[src/rtl/fpu_norm_arbiter_pkg.sv]
// fpu_norm_arbiter_pkg
// Shared FPU types for the normalizer arbiter and its users.
//   fpuOp_t         : operation carried with each significand request
//   normSrc_t       : which requester produced a normalized result
//   OVF_COUNT_MAX   : saturation value of the overflow result counter
//   other_src()     : the requester that is not the given one
package fpu_norm_arbiter_pkg;

    typedef enum logic [1:0] {
        OP_ADD = 2'd0,
        OP_SUB = 2'd1,
        OP_MUL = 2'd2
    } fpuOp_t;

    typedef enum logic {
        SRC_ADD = 1'b0,
        SRC_MUL = 1'b1
    } normSrc_t;

    localparam logic [7:0] OVF_COUNT_MAX = 8'hFF;

    function automatic normSrc_t other_src(input normSrc_t src);
        return (src == SRC_ADD) ? SRC_MUL : SRC_ADD;
    endfunction

endpackage

[src/rtl/fpu_norm_arbiter_if.sv]
// fpu_norm_arbiter_if
// Bundles the two requester handshakes and the result/status outputs of the
// shared normalizer arbiter.
//   reqValid/reqReady[1:0]  : per-requester valid/ready (index 0 = add/sub, 1 = mul)
//   reqOp/reqSig/reqExp[2]  : per-requester operation, extended significand, adjusted exponent
//   outValid/outReady       : result stage handshake
//   outSig/outExp/outV      : normalized significand, exponent, exponent overflow flag
//   outSrc                  : requester that produced the held result
//   ovfCount                : saturating count of delivered results with outV set
// Modports: slave = the arbiter, master = requesters plus result consumer.
interface fpu_norm_arbiter_if
    import fpu_norm_arbiter_pkg::*;
#(
    parameter int EXP_WIDTH = 5,
    parameter int SIG_WIDTH = 10
);

    logic [1:0]           reqValid;
    logic [1:0]           reqReady;
    fpuOp_t               reqOp  [2];
    logic [SIG_WIDTH:0]   reqSig [2];
    logic [EXP_WIDTH-1:0] reqExp [2];

    logic                 outValid;
    logic                 outReady;
    logic [SIG_WIDTH:0]   outSig;
    logic [EXP_WIDTH-1:0] outExp;
    logic                 outV;
    normSrc_t             outSrc;
    logic [7:0]           ovfCount;

    modport slave (
        input  reqValid, reqOp, reqSig, reqExp, outReady,
        output reqReady, outValid, outSig, outExp, outV, outSrc, ovfCount
    );

    modport master (
        output reqValid, reqOp, reqSig, reqExp, outReady,
        input  reqReady, outValid, outSig, outExp, outV, outSrc, ovfCount
    );

endinterface

[src/rtl/fpu_norm_arbiter_normalizer.sv]
// fpuNormalizer
// Combinational significand normalizer shared by the add/sub and mul paths.
//   op      in  operation (the shift/exponent behaviour is the same for all ops)
//   sig     in  extended significand, BIT_WIDTH-EXP_WIDTH bits
//   exp     in  adjusted exponent
//   normSig out normalized significand (leading one at bit SIG_WIDTH-1)
//   normExp out exponent corrected by the applied shift
//   v       out exponent overflow: MSB of the exponent changed across the correction
module fpuNormalizer
    import fpu_norm_arbiter_pkg::*;
#(
    parameter int BIT_WIDTH = 16,
    parameter int EXP_WIDTH = 5
) (
    input  fpuOp_t                         op,
    input  logic [BIT_WIDTH-EXP_WIDTH-1:0] sig,
    input  logic [EXP_WIDTH-1:0]           exp,
    output logic [BIT_WIDTH-EXP_WIDTH-1:0] normSig,
    output logic [EXP_WIDTH-1:0]           normExp,
    output logic                           v
);

    localparam int SW  = BIT_WIDTH - EXP_WIDTH - 1;
    localparam int LZW = $clog2(SW + 1);

    logic [LZW-1:0] lzc;
    logic           unused_op;

    // All ops normalize identically; op only keeps the requester port shape uniform.
    assign unused_op = ^op;

    // Leading zeros are counted over the low SW bits; the top bit is the
    // carry position that is handled by a right shift instead.
    always_comb begin
        lzc = '0;
        for (int i = 0; i < SW; i++) begin
            if (sig[i]) begin
                lzc = LZW'(SW - 1 - i);
            end
        end
    end

    always_comb begin
        normSig = '0;
        normExp = '0;
        if (sig == '0) begin
            normSig = '0;
            normExp = '0;
        end else if (sig[SW]) begin
            normSig = sig >> 1;
            normExp = exp + EXP_WIDTH'(1);
        end else begin
            normSig = sig << lzc;
            normExp = exp - EXP_WIDTH'(lzc);
        end
        v = exp[EXP_WIDTH-1] ^ normExp[EXP_WIDTH-1];
    end

endmodule

[src/rtl/fpu_norm_arbiter.sv]
// fpu_norm_arbiter
// Round-robin arbiter sharing one fpuNormalizer between the add/sub requester
// (index 0) and the mul requester (index 1). The normalized result is held in
// a one-entry output stage tagged with its source, and a saturating counter
// tracks delivered results whose exponent overflowed.
//   clock  in  rising-edge clock
//   reset  in  asynchronous, active-high reset
//   bus    slave side of fpu_norm_arbiter_if (requests, result, ovfCount)
module fpu_norm_arbiter
    import fpu_norm_arbiter_pkg::*;
#(
    parameter int BIT_WIDTH = 16,
    parameter int EXP_WIDTH = 5,
    parameter int SIG_WIDTH = 10
) (
    input logic               clock,
    input logic               reset,
    fpu_norm_arbiter_if.slave bus
);

    logic                 stage_free;
    logic                 grant_any;
    logic                 transfer;
    logic                 sel_idx;
    normSrc_t             grant_src;

    fpuOp_t               mux_op;
    logic [SIG_WIDTH:0]   mux_sig;
    logic [EXP_WIDTH-1:0] mux_exp;
    logic [SIG_WIDTH:0]   norm_sig;
    logic [EXP_WIDTH-1:0] norm_exp;
    logic                 norm_v;

    logic                 out_valid_q,  out_valid_d;
    logic [SIG_WIDTH:0]   out_sig_q,    out_sig_d;
    logic [EXP_WIDTH-1:0] out_exp_q,    out_exp_d;
    logic                 out_v_q,      out_v_d;
    normSrc_t             out_src_q,    out_src_d;
    normSrc_t             last_grant_q, last_grant_d;
    logic [7:0]           ovf_count_q,  ovf_count_d;

    // Grant selection. Under contention the requester that did not win the
    // last transfer goes next. Readiness is suppressed while reset is held so
    // nothing is accepted during an asynchronous reset.
    always_comb begin
        stage_free = !reset && (!out_valid_q || bus.outReady);
        grant_any  = |bus.reqValid;
        if (bus.reqValid == 2'b11) begin
            grant_src = other_src(last_grant_q);
        end else if (bus.reqValid[1]) begin
            grant_src = SRC_MUL;
        end else begin
            grant_src = SRC_ADD;
        end
        transfer     = grant_any && stage_free;
        sel_idx      = (grant_src == SRC_MUL);
        bus.reqReady = 2'b00;
        if (transfer) begin
            bus.reqReady = sel_idx ? 2'b10 : 2'b01;
        end
    end

    assign mux_op  = bus.reqOp[sel_idx];
    assign mux_sig = bus.reqSig[sel_idx];
    assign mux_exp = bus.reqExp[sel_idx];

    fpuNormalizer #(
        .BIT_WIDTH (BIT_WIDTH),
        .EXP_WIDTH (EXP_WIDTH)
    ) u_normalizer (
        .op      (mux_op),
        .sig     (mux_sig),
        .exp     (mux_exp),
        .normSig (norm_sig),
        .normExp (norm_exp),
        .v       (norm_v)
    );

    // Output stage and counters. A pop and a transfer in the same cycle let
    // the new result overwrite the old one so valid stays high; a pop alone
    // only clears valid and leaves the data registers holding.
    always_comb begin
        out_valid_d  = out_valid_q;
        out_sig_d    = out_sig_q;
        out_exp_d    = out_exp_q;
        out_v_d      = out_v_q;
        out_src_d    = out_src_q;
        last_grant_d = last_grant_q;
        ovf_count_d  = ovf_count_q;

        if (out_valid_q && bus.outReady) begin
            out_valid_d = 1'b0;
            if (out_v_q && (ovf_count_q != OVF_COUNT_MAX)) begin
                ovf_count_d = ovf_count_q + 8'd1;
            end
        end

        if (transfer) begin
            out_valid_d  = 1'b1;
            out_sig_d    = norm_sig;
            out_exp_d    = norm_exp;
            out_v_d      = norm_v;
            out_src_d    = grant_src;
            last_grant_d = grant_src;
        end
    end

    // Pointer resets to the mul requester so add/sub wins the first contention.
    always_ff @(posedge clock or posedge reset) begin
        if (reset) begin
            out_valid_q  <= 1'b0;
            out_sig_q    <= '0;
            out_exp_q    <= '0;
            out_v_q      <= 1'b0;
            out_src_q    <= SRC_ADD;
            last_grant_q <= SRC_MUL;
            ovf_count_q  <= '0;
        end else begin
            out_valid_q  <= out_valid_d;
            out_sig_q    <= out_sig_d;
            out_exp_q    <= out_exp_d;
            out_v_q      <= out_v_d;
            out_src_q    <= out_src_d;
            last_grant_q <= last_grant_d;
            ovf_count_q  <= ovf_count_d;
        end
    end

    assign bus.outValid = out_valid_q;
    assign bus.outSig   = out_sig_q;
    assign bus.outExp   = out_exp_q;
    assign bus.outV     = out_v_q;
    assign bus.outSrc   = out_src_q;
    assign bus.ovfCount = ovf_count_q;

endmodule

[src/flat_wrapper.sv]
// flat-port wrapper written by rule: the top's interface ports become plain ports
module fpu_norm_arbiter_flat import fpu_norm_arbiter_pkg::*;
#(
    parameter int BIT_WIDTH = 16,
    parameter int EXP_WIDTH = 5,
    parameter int SIG_WIDTH = 10
)
  (clock, reset, bus_reqValid, bus_reqOp, bus_reqSig, bus_reqExp, bus_outReady, bus_reqReady, bus_outValid, bus_outSig, bus_outExp, bus_outV, bus_outSrc, bus_ovfCount);
  fpu_norm_arbiter_if #(.EXP_WIDTH(EXP_WIDTH), .SIG_WIDTH(SIG_WIDTH)) bus_i ();
  input logic clock;
  input logic reset;
  input wire logic [$bits(bus_i.reqValid)-1:0] bus_reqValid;
  input wire logic [$bits(bus_i.reqOp)-1:0] bus_reqOp;
  input wire logic [$bits(bus_i.reqSig)-1:0] bus_reqSig;
  input wire logic [$bits(bus_i.reqExp)-1:0] bus_reqExp;
  input wire logic [$bits(bus_i.outReady)-1:0] bus_outReady;
  output wire logic [$bits(bus_i.reqReady)-1:0] bus_reqReady;
  output wire logic [$bits(bus_i.outValid)-1:0] bus_outValid;
  output wire logic [$bits(bus_i.outSig)-1:0] bus_outSig;
  output wire logic [$bits(bus_i.outExp)-1:0] bus_outExp;
  output wire logic [$bits(bus_i.outV)-1:0] bus_outV;
  output wire logic [$bits(bus_i.outSrc)-1:0] bus_outSrc;
  output wire logic [$bits(bus_i.ovfCount)-1:0] bus_ovfCount;
  assign bus_i.reqValid = bus_reqValid;
  assign bus_i.reqOp = {>>{bus_reqOp}};
  assign bus_i.reqSig = {>>{bus_reqSig}};
  assign bus_i.reqExp = {>>{bus_reqExp}};
  assign bus_i.outReady = bus_outReady;
  assign bus_reqReady = bus_i.reqReady;
  assign bus_outValid = bus_i.outValid;
  assign bus_outSig = bus_i.outSig;
  assign bus_outExp = bus_i.outExp;
  assign bus_outV = bus_i.outV;
  assign bus_outSrc = bus_i.outSrc;
  assign bus_ovfCount = bus_i.ovfCount;
  fpu_norm_arbiter #(.BIT_WIDTH(BIT_WIDTH), .EXP_WIDTH(EXP_WIDTH), .SIG_WIDTH(SIG_WIDTH)) u_core (.clock(clock), .reset(reset), .bus(bus_i));
endmodule
[config.mk]
export PLATFORM = sky130hd
export DESIGN_NAME = fpu_norm_arbiter_flat
export DESIGN_NICKNAME = d
export VERILOG_FILES = /design/src/rtl/fpu_norm_arbiter_pkg.sv /design/src/rtl/fpu_norm_arbiter_if.sv /design/src/rtl/fpu_norm_arbiter_normalizer.sv /design/src/rtl/fpu_norm_arbiter.sv /design/src/flat_wrapper.sv
export SDC_FILE = /design/constraint.sdc
export NUM_CORES = 1
export LEC_CHECK = 0
export ABC_AREA = 1
export CORE_UTILIZATION = 30
export DETAILED_ROUTE_END_ITERATION = 6
export PLACE_DENSITY = 0.54
export SYNTH_ARGS = -nofsm -noshare
export SYNTH_HDL_FRONTEND = slang
export SYNTH_SLANG_ARGS = --single-unit
[constraint.sdc]
create_clock -name clock -period 3.6 [get_ports clock]
set_clock_uncertainty 0.15 [all_clocks]
set_input_delay 0.54 -clock clock [delete_from_list [all_inputs] [get_ports clock]]
set_output_delay 0.54 -clock clock [all_outputs]
set_load 0.02 [all_outputs]
== Word-level counts from Yosys, hierarchy flattened ==
Cells that the tools add are included.

* Multiplexer cells: 27
* Bitwise logic cells: 2
* Magnitude comparators: 1
* $mul: 0
* Eq/ne operators: 2
* Shifts and indexed selects: 1
* Divide/modulo/power cells: 0
* Reduce and logical (&&, ||, !) cells: 11
* $add $sub $neg: 3

{| class="wikitable"
|+ Operator list
! cell !! number
|-
| $mux 11 || 5
|-
| $mux 4 || 10
|-
| $mux 5 || 5
|-
| $logic_not 11->1 || 1
|-
| $shl 11x4->11 || 1
|-
| $add 8x1->8 const B || 1
|-
| $ne 8x8->1 const B || 1
|-
| $add 5x1->5 const B || 1
|-
| $mux 1 || 5
|-
| $sub 5x4->5 || 1
|-
| $logic_and 1x1->1 || 4
|-
| $mux 2 || 2
|-
| $eq 2x2->1 const B || 1
|-
| $ge 2x2->1 const B || 1
|-
| $logic_not 1->1 || 2
|-
| $not 1->2 || 1
|-
| $reduce_and 2->1 || 1
|-
| $reduce_bool 2->1 || 1
|-
| $reduce_or 2->1 || 1
|-
| $logic_or 1x1->1 || 1
|-
| $xor 1x1->1 || 1
|}

* Latch bits: 0
* Bits in read-only memories: 0
* Flip-flop bits (word level): 28
* Logic and storage cells: 54
* Memory bits (writable): 0
* Memories: 0

== Depth between registers and ports, before layout ==
Gate-level depths: netlist (run 1).

* Depth in word-level cells: 20
* Mapped depth: 26
* Mapped depth without buffers: 26

== Cells and area by module ==
From an unflattened synthesis (run 1), not the netlist that was laid out.

* Cells, all modules: 365
* Area, all modules: 2344.7 µm²

{| class="wikitable"
|+ Modules (own cells, without submodules)
! module !! instances !! area an instance (µm²) !! cells an instance
|-
| fpu_norm_arbiter || 1 || 1502.7 || 212
|-
| fpuNormalizer || 1 || 842.1 || 153
|}

== Worst setup path before layout (run 1) ==
OpenSTA, ideal clock, no wires.

* Kind: input to register
* Start point: input port bus_reqValid[0]
* End point: register u_core.out_v_q, in the netlist u_core.bus.outV
* Buffers on the path: 1
* Setup slack: 0.176 ns
* Setup time: 0.118 ns
* Stages: 22
* Data arrival time: 3.157 ns
* Path through: nand2_2 -> nand2_4 -> buf_8 -> nand2_1 -> o21ai_4 -> inv_1 -> nor2_1 -> nand2_2 -> nand2_2 -> inv_2 -> ha_1 -> inv_1 -> nor2_1 -> fa_1 -> nand2_1 -> nand2_1 -> a21oi_1 -> xnor2_1 -> xor2_1 -> nand3b_1 -> nand3_1 -> nand2_1

* Longest elaborated chain between the ends: 20
* Elaborated cells on any way between the ends: 27
* Classes of those cells: 2 x add/sub; 1 x eq/ne; 19 x mux; 2 x bitwise; 3 x reduce/logical

{| class="wikitable"
|+ Ends and longest elaborated chain
! element !! line !! text
|-
| start: declaration || flat_wrapper.sv:12 || <nowiki>input wire logic [$bits(bus_i.reqValid)-1:0] bus_reqValid;</nowiki>
|-
| $eq 2x2->1 || fpu_norm_arbiter.sv:48 || <nowiki>if (bus.reqValid == 2'b11) begin</nowiki>
|-
| $mux 1 || fpu_norm_arbiter.sv:48 ||
|-
| $not 1->2 || n/a ||
|-
| $mux 11 (implied by the code) (3 in a row) || fpu_norm_arbiter.sv:64 || <nowiki>assign mux_sig = bus.reqSig[sel_idx];</nowiki>
|-
| $mux 4 (10 in a row) || fpu_norm_arbiter_normalizer.sv:37 || <nowiki>if (sig[i]) begin</nowiki>
|-
| $sub 5x4->5 || fpu_norm_arbiter_normalizer.sv:54 || <nowiki>normExp = exp - EXP_WIDTH'(lzc);</nowiki>
|-
| $mux 5 || fpu_norm_arbiter_normalizer.sv:49 || <nowiki>end else if (sig[SW]) begin</nowiki>
|-
| $mux 5 || fpu_norm_arbiter_normalizer.sv:46 || <nowiki>if (sig == '0) begin</nowiki>
|-
| $xor 1x1->1 || fpu_norm_arbiter_normalizer.sv:56 || <nowiki>v = exp[EXP_WIDTH-1] ^ normExp[EXP_WIDTH-1];</nowiki>
|-
| end signal: assignment || fpu_norm_arbiter.sv:122 || <nowiki>out_v_q <= out_v_d;</nowiki>
|-
| end: declaration || fpu_norm_arbiter.sv:37 || <nowiki>logic out_v_q, out_v_d;</nowiki>
|}

Parallel ways exist; a longest one is shown, timed or not. The select of a mux whose other input is x is not followed.
A chain may end at the register's enable or synchronous reset.

== Worst setup path in the final report (run 1) ==
Ends and elaborated chain as after synthesis.

==> results of run 1 <==
[metrics by stage]
step | TNS [ns] | cells
floorplan | 0 | 312
finish | 0 | 520
detailed placement | -0.851 | 513
global placement | -0.673 | 513
global route | 0 | 520
CTS | 0 | 519
[sequential cells by signal, indices dropped and copies added (netlist names)]
signal	cells
u_core.bus.outSig	11
u_core.bus.ovfCount	8
u_core.bus.outExp	5
u_core.bus.outSrc	1
u_core.bus.outV	1
u_core.bus.outValid	1
u_core.last_grant_q	1
[worst max path at each step]
| stage | startpoint | end | slack (ns) | depth (start not counted) |
|---|---|---|---|---|
| final | bus_reqValid[0] | u_core.bus.outV | 0.25 | 22 |
| after global routing | bus_reqValid[0] | u_core.bus.outV | 0.01 | 27 |
| after CTS | bus_reqValid[1] | u_core.bus.outV | 0.002 | 25 |
| after detailed placement | bus_reqValid[1] | u_core.bus.outV | -0.43 | 24 |
| after global placement | bus_reqValid[0] | u_core.bus.outV | -0.37 | 23 |
| after floorplan | bus_reqValid[0] | u_core.bus.outV | 0.18 | 22 |
[cell families after synthesis]
kind of cell	after synthesis	synth area share [%]
compound gates	33	12.0
fa+ha+maj	7	4.32
xor+xnor	11	4.37
simple gates	187	38.2
mux	1	0.455
buf+inv	45	8.75
flops	28	31.9
[worst reg2reg max path, delay by kind of cell, from the launching register on]
kind | cells | cell delay, ns
AOI/OAI and AO/OA | 2 | 0.21
xor gates and xnor gates | 2 | 0.33
adders and majority gates | 2 | 0.57
buffers and inverters | 4 | 0.29
DFF | 1 | 0.57
and+or+nand+nor | 13 | 1.15
[timing repair]
| item | in CTS | in global routing |
|---|---|---|
| gates resized for setup | 7 | 19 |
| hold buffers | 0 | 0 |
| pin swaps | 2 | 10 |
| gates cloned | 1 | 0 |
| buffers inserted | 1 | 2 |
| setup endpoints to repair | 2 | 2 |
[layout make-up]
type	instances	area (um^2)
Timing Repair Buffer	114	1020
Sequential cell	28	702
Tap cell	96	120
Fill cell	707	3490
Inverter	38	143
Clock inverter	1	30.0
Clock buffer	3	41.3
Multi-Input combinational cell	240	1410
[metal layers]
layer | up-vias | track usage (%) | share of wire [%]
met4 | 0 | 3.13 | 0.98
met2 | 42 | 31.9 | 51
met3 | 4 | 2.83 | 3.3
met1 | 1018 | 19.9 | 45
met5 | - | 0 | 0
li1 | 1217 | - | -
[cells in the final DEF (no fill, tap or decap), types with 4 or more instances in the layout]
master	count
ha_1	4
o21ai_0	7
buf_4	48
a21oi_1	6
o21ai_4	7
xor2_1	6
clkdlybuf4s50_1	63
a21oi_2	5
inv_1	32
nor2_1	8
inv_2	6
nand2_1	113
xnor2_1	5
nand2_2	14
dfrtp_1	27
nand3_1	35
[power breakdown]
| group | leakage, nW | switching, W | internal, W | total, W |
|---|---|---|---|---|
| combinational | 1.40 | 0.000400 | 0.000372 | 0.000772 |
| clock | 0.0357 | 0.0000925 | 0.000149 | 0.000241 |
| sequential | 0.339 | 0.0000551 | 0.000391 | 0.000446 |
==> flow_summary.yaml, run 1 <==
clocking:
  clk_latency_ns: 0.27
  htree_levels: 1
  cts_root_buf: "clkbuf_8"
  cts.path.max_buffers: 2
  cts_buffers: 3
  clkTransAtPathRegs_ns: 0.09
  cts_tree: "done"
  cts_sinks: 28
synth:
  yosysTopAreaCell: "dfrtp_1"
  synth.area.top_cells: "dfrtp_1 31%, nand2_1 20%, nand3_1 8.2%"
  synth-seq-cells: 28
  syn_area_mm2: 0.00220
  syn_nets: 360
  ys_warn_count: 0
  synth.yosys.seq_area_share_pct: 31.9
  async_flop_share_pct: 100
  synth_most_common_cell: "nand2_1"
  yosys.area.top_type_share_pct: 30.7
  synthCells: 312
  synth_edf_count: 0
  syn_avg_cell_area_um2: 7.06
  yosys-top-cells-count: "120 x nand2_1, 36 x nand3_1, 32 x inv_1"
  synth_ff_type: "dfrtp_1"
  yosysUniqueCellTypes: 35
detailed_routing:
  dr.pass1.iters: 4
  via_per_inst: 4.39
  drc_errors: 0
  wl_per_cell_um: 11.4
  wl_mm: 5.94
  drt_iter0_markers: 91
  ant_nets: 0
  vias: 2281
timing:
  fin_crit_sh_pct: 93.2
  relSlewSlack_pct: 75.0
  finalSetupViolations: 0
  drv_slew: 0
  worst_pin_slew_ns: 0.364
  finalHoldViolations: 0
  rsz0062_at_grt: "false"
  whs_ns: 0.320
  post-route-min-period_ns: 3.35
  finalWorstSetupSlack_ns: 0.245
  timing.fmax_ghz: 0.298
global_route:
  grt_max_degree: 29
  gr-usage-all-layers_pct: 16.8
  grt_pass1_vias: 2321
  antenna_found_initial: 0
  gr-total-overflow: 0
  grt_first_pass_wirelength_mm: 10.2
final_layout:
  finalNetCount: 473
  utilization_pct: 49.8
  finalInstanceArea_mm2: 0.00346
  area_delta_synth_final_pct: 57.0
  n_antenna_cell: 0
  drive_gt1_share_pct: 25.0
die:
  pin_count: 70
  die_w_um: 87.7
  die-area_mm2: 0.00769
  core-area_mm2: 0.00694
  start_util_pct: 31.7
  die_h_um: 87.7
  fp-row-count: 30
worst_setup_path:
  crit_path_end_kind: "flip-flop"
  r2r_cells: 23
  rrSetupSlack_ns: 0.27
  cp_data_required_time_ns: 3.67
  cp.arrival_ns: 3.42
  critPathTopFamily: "simple AND/OR/NAND/NOR gates"
  rr_startpoint: "u_core.last_grant_q"
  critPathLaunchType: "input port"
  critPathMaxFanout: 6
  critical-path-slowest-cell: "dlygate4sd2_1"
  cp.buffers_inverters: 5
  regToRegEndpoint: "u_core.bus.outV"
  path_common_cell: "buf_4"
  cp_cell_sequence: "dlygate4sd2_1 > nand2_4 > nand2_8 > buf_4 > o21ai_2 > buf_4 > nand2_2 > buf_4 > nor2_8 > buf_4 > nand3_4 > nand2_1 > nand2_1 > o21ba_2 > ha_1 > a21oi_2 > xnor2_1 > xor2_1 > nand2_1 > nand2_2 > nand3_2 > nand2_2"
  critical_path_class: "input port to flip-flop"
  slowest_delay_ns: 0.26
power_and_ir_drop:
  ir_drop_mv: 0.228
  powerDensity_mw_per_mm2: 422
  p_total_w: 0.00146
  leakagePower_nw: 1.78
worst_hold_path:
  hold_end: "u_core.bus.outSig[10]"
  hp-start: "u_core.bus.outSig[10]"
  hp-class: "flip-flop to flip-flop"
  hold_depth: 2
place:
  placed_area_mm2: 0.00329
  io_buffers: 65
  dp_hpwl_mm: 4.75
  gp_congestion: 0.896
  pre_cts_ws_ns: -0.431
run:
  maxCapViolations: 0
run_status:
  outcome: "completed"
Note: power is estimated with default switching activity, not from simulation.
==> inputs of run 2 (changes only) <==
--- a/config.mk
+++ b/config.mk
@@ -6,6 +6,7 @@
 export NUM_CORES = 1
 export LEC_CHECK = 0
 export ABC_AREA = 1
+export ABC_CLOCK_PERIOD_IN_PS = 3600
 export CORE_UTILIZATION = 30
 export DETAILED_ROUTE_END_ITERATION = 6
 export PLACE_DENSITY = 0.54
==> results of run 2 <==
The final DEF is identical to that of run 1; final timing and power are the same.
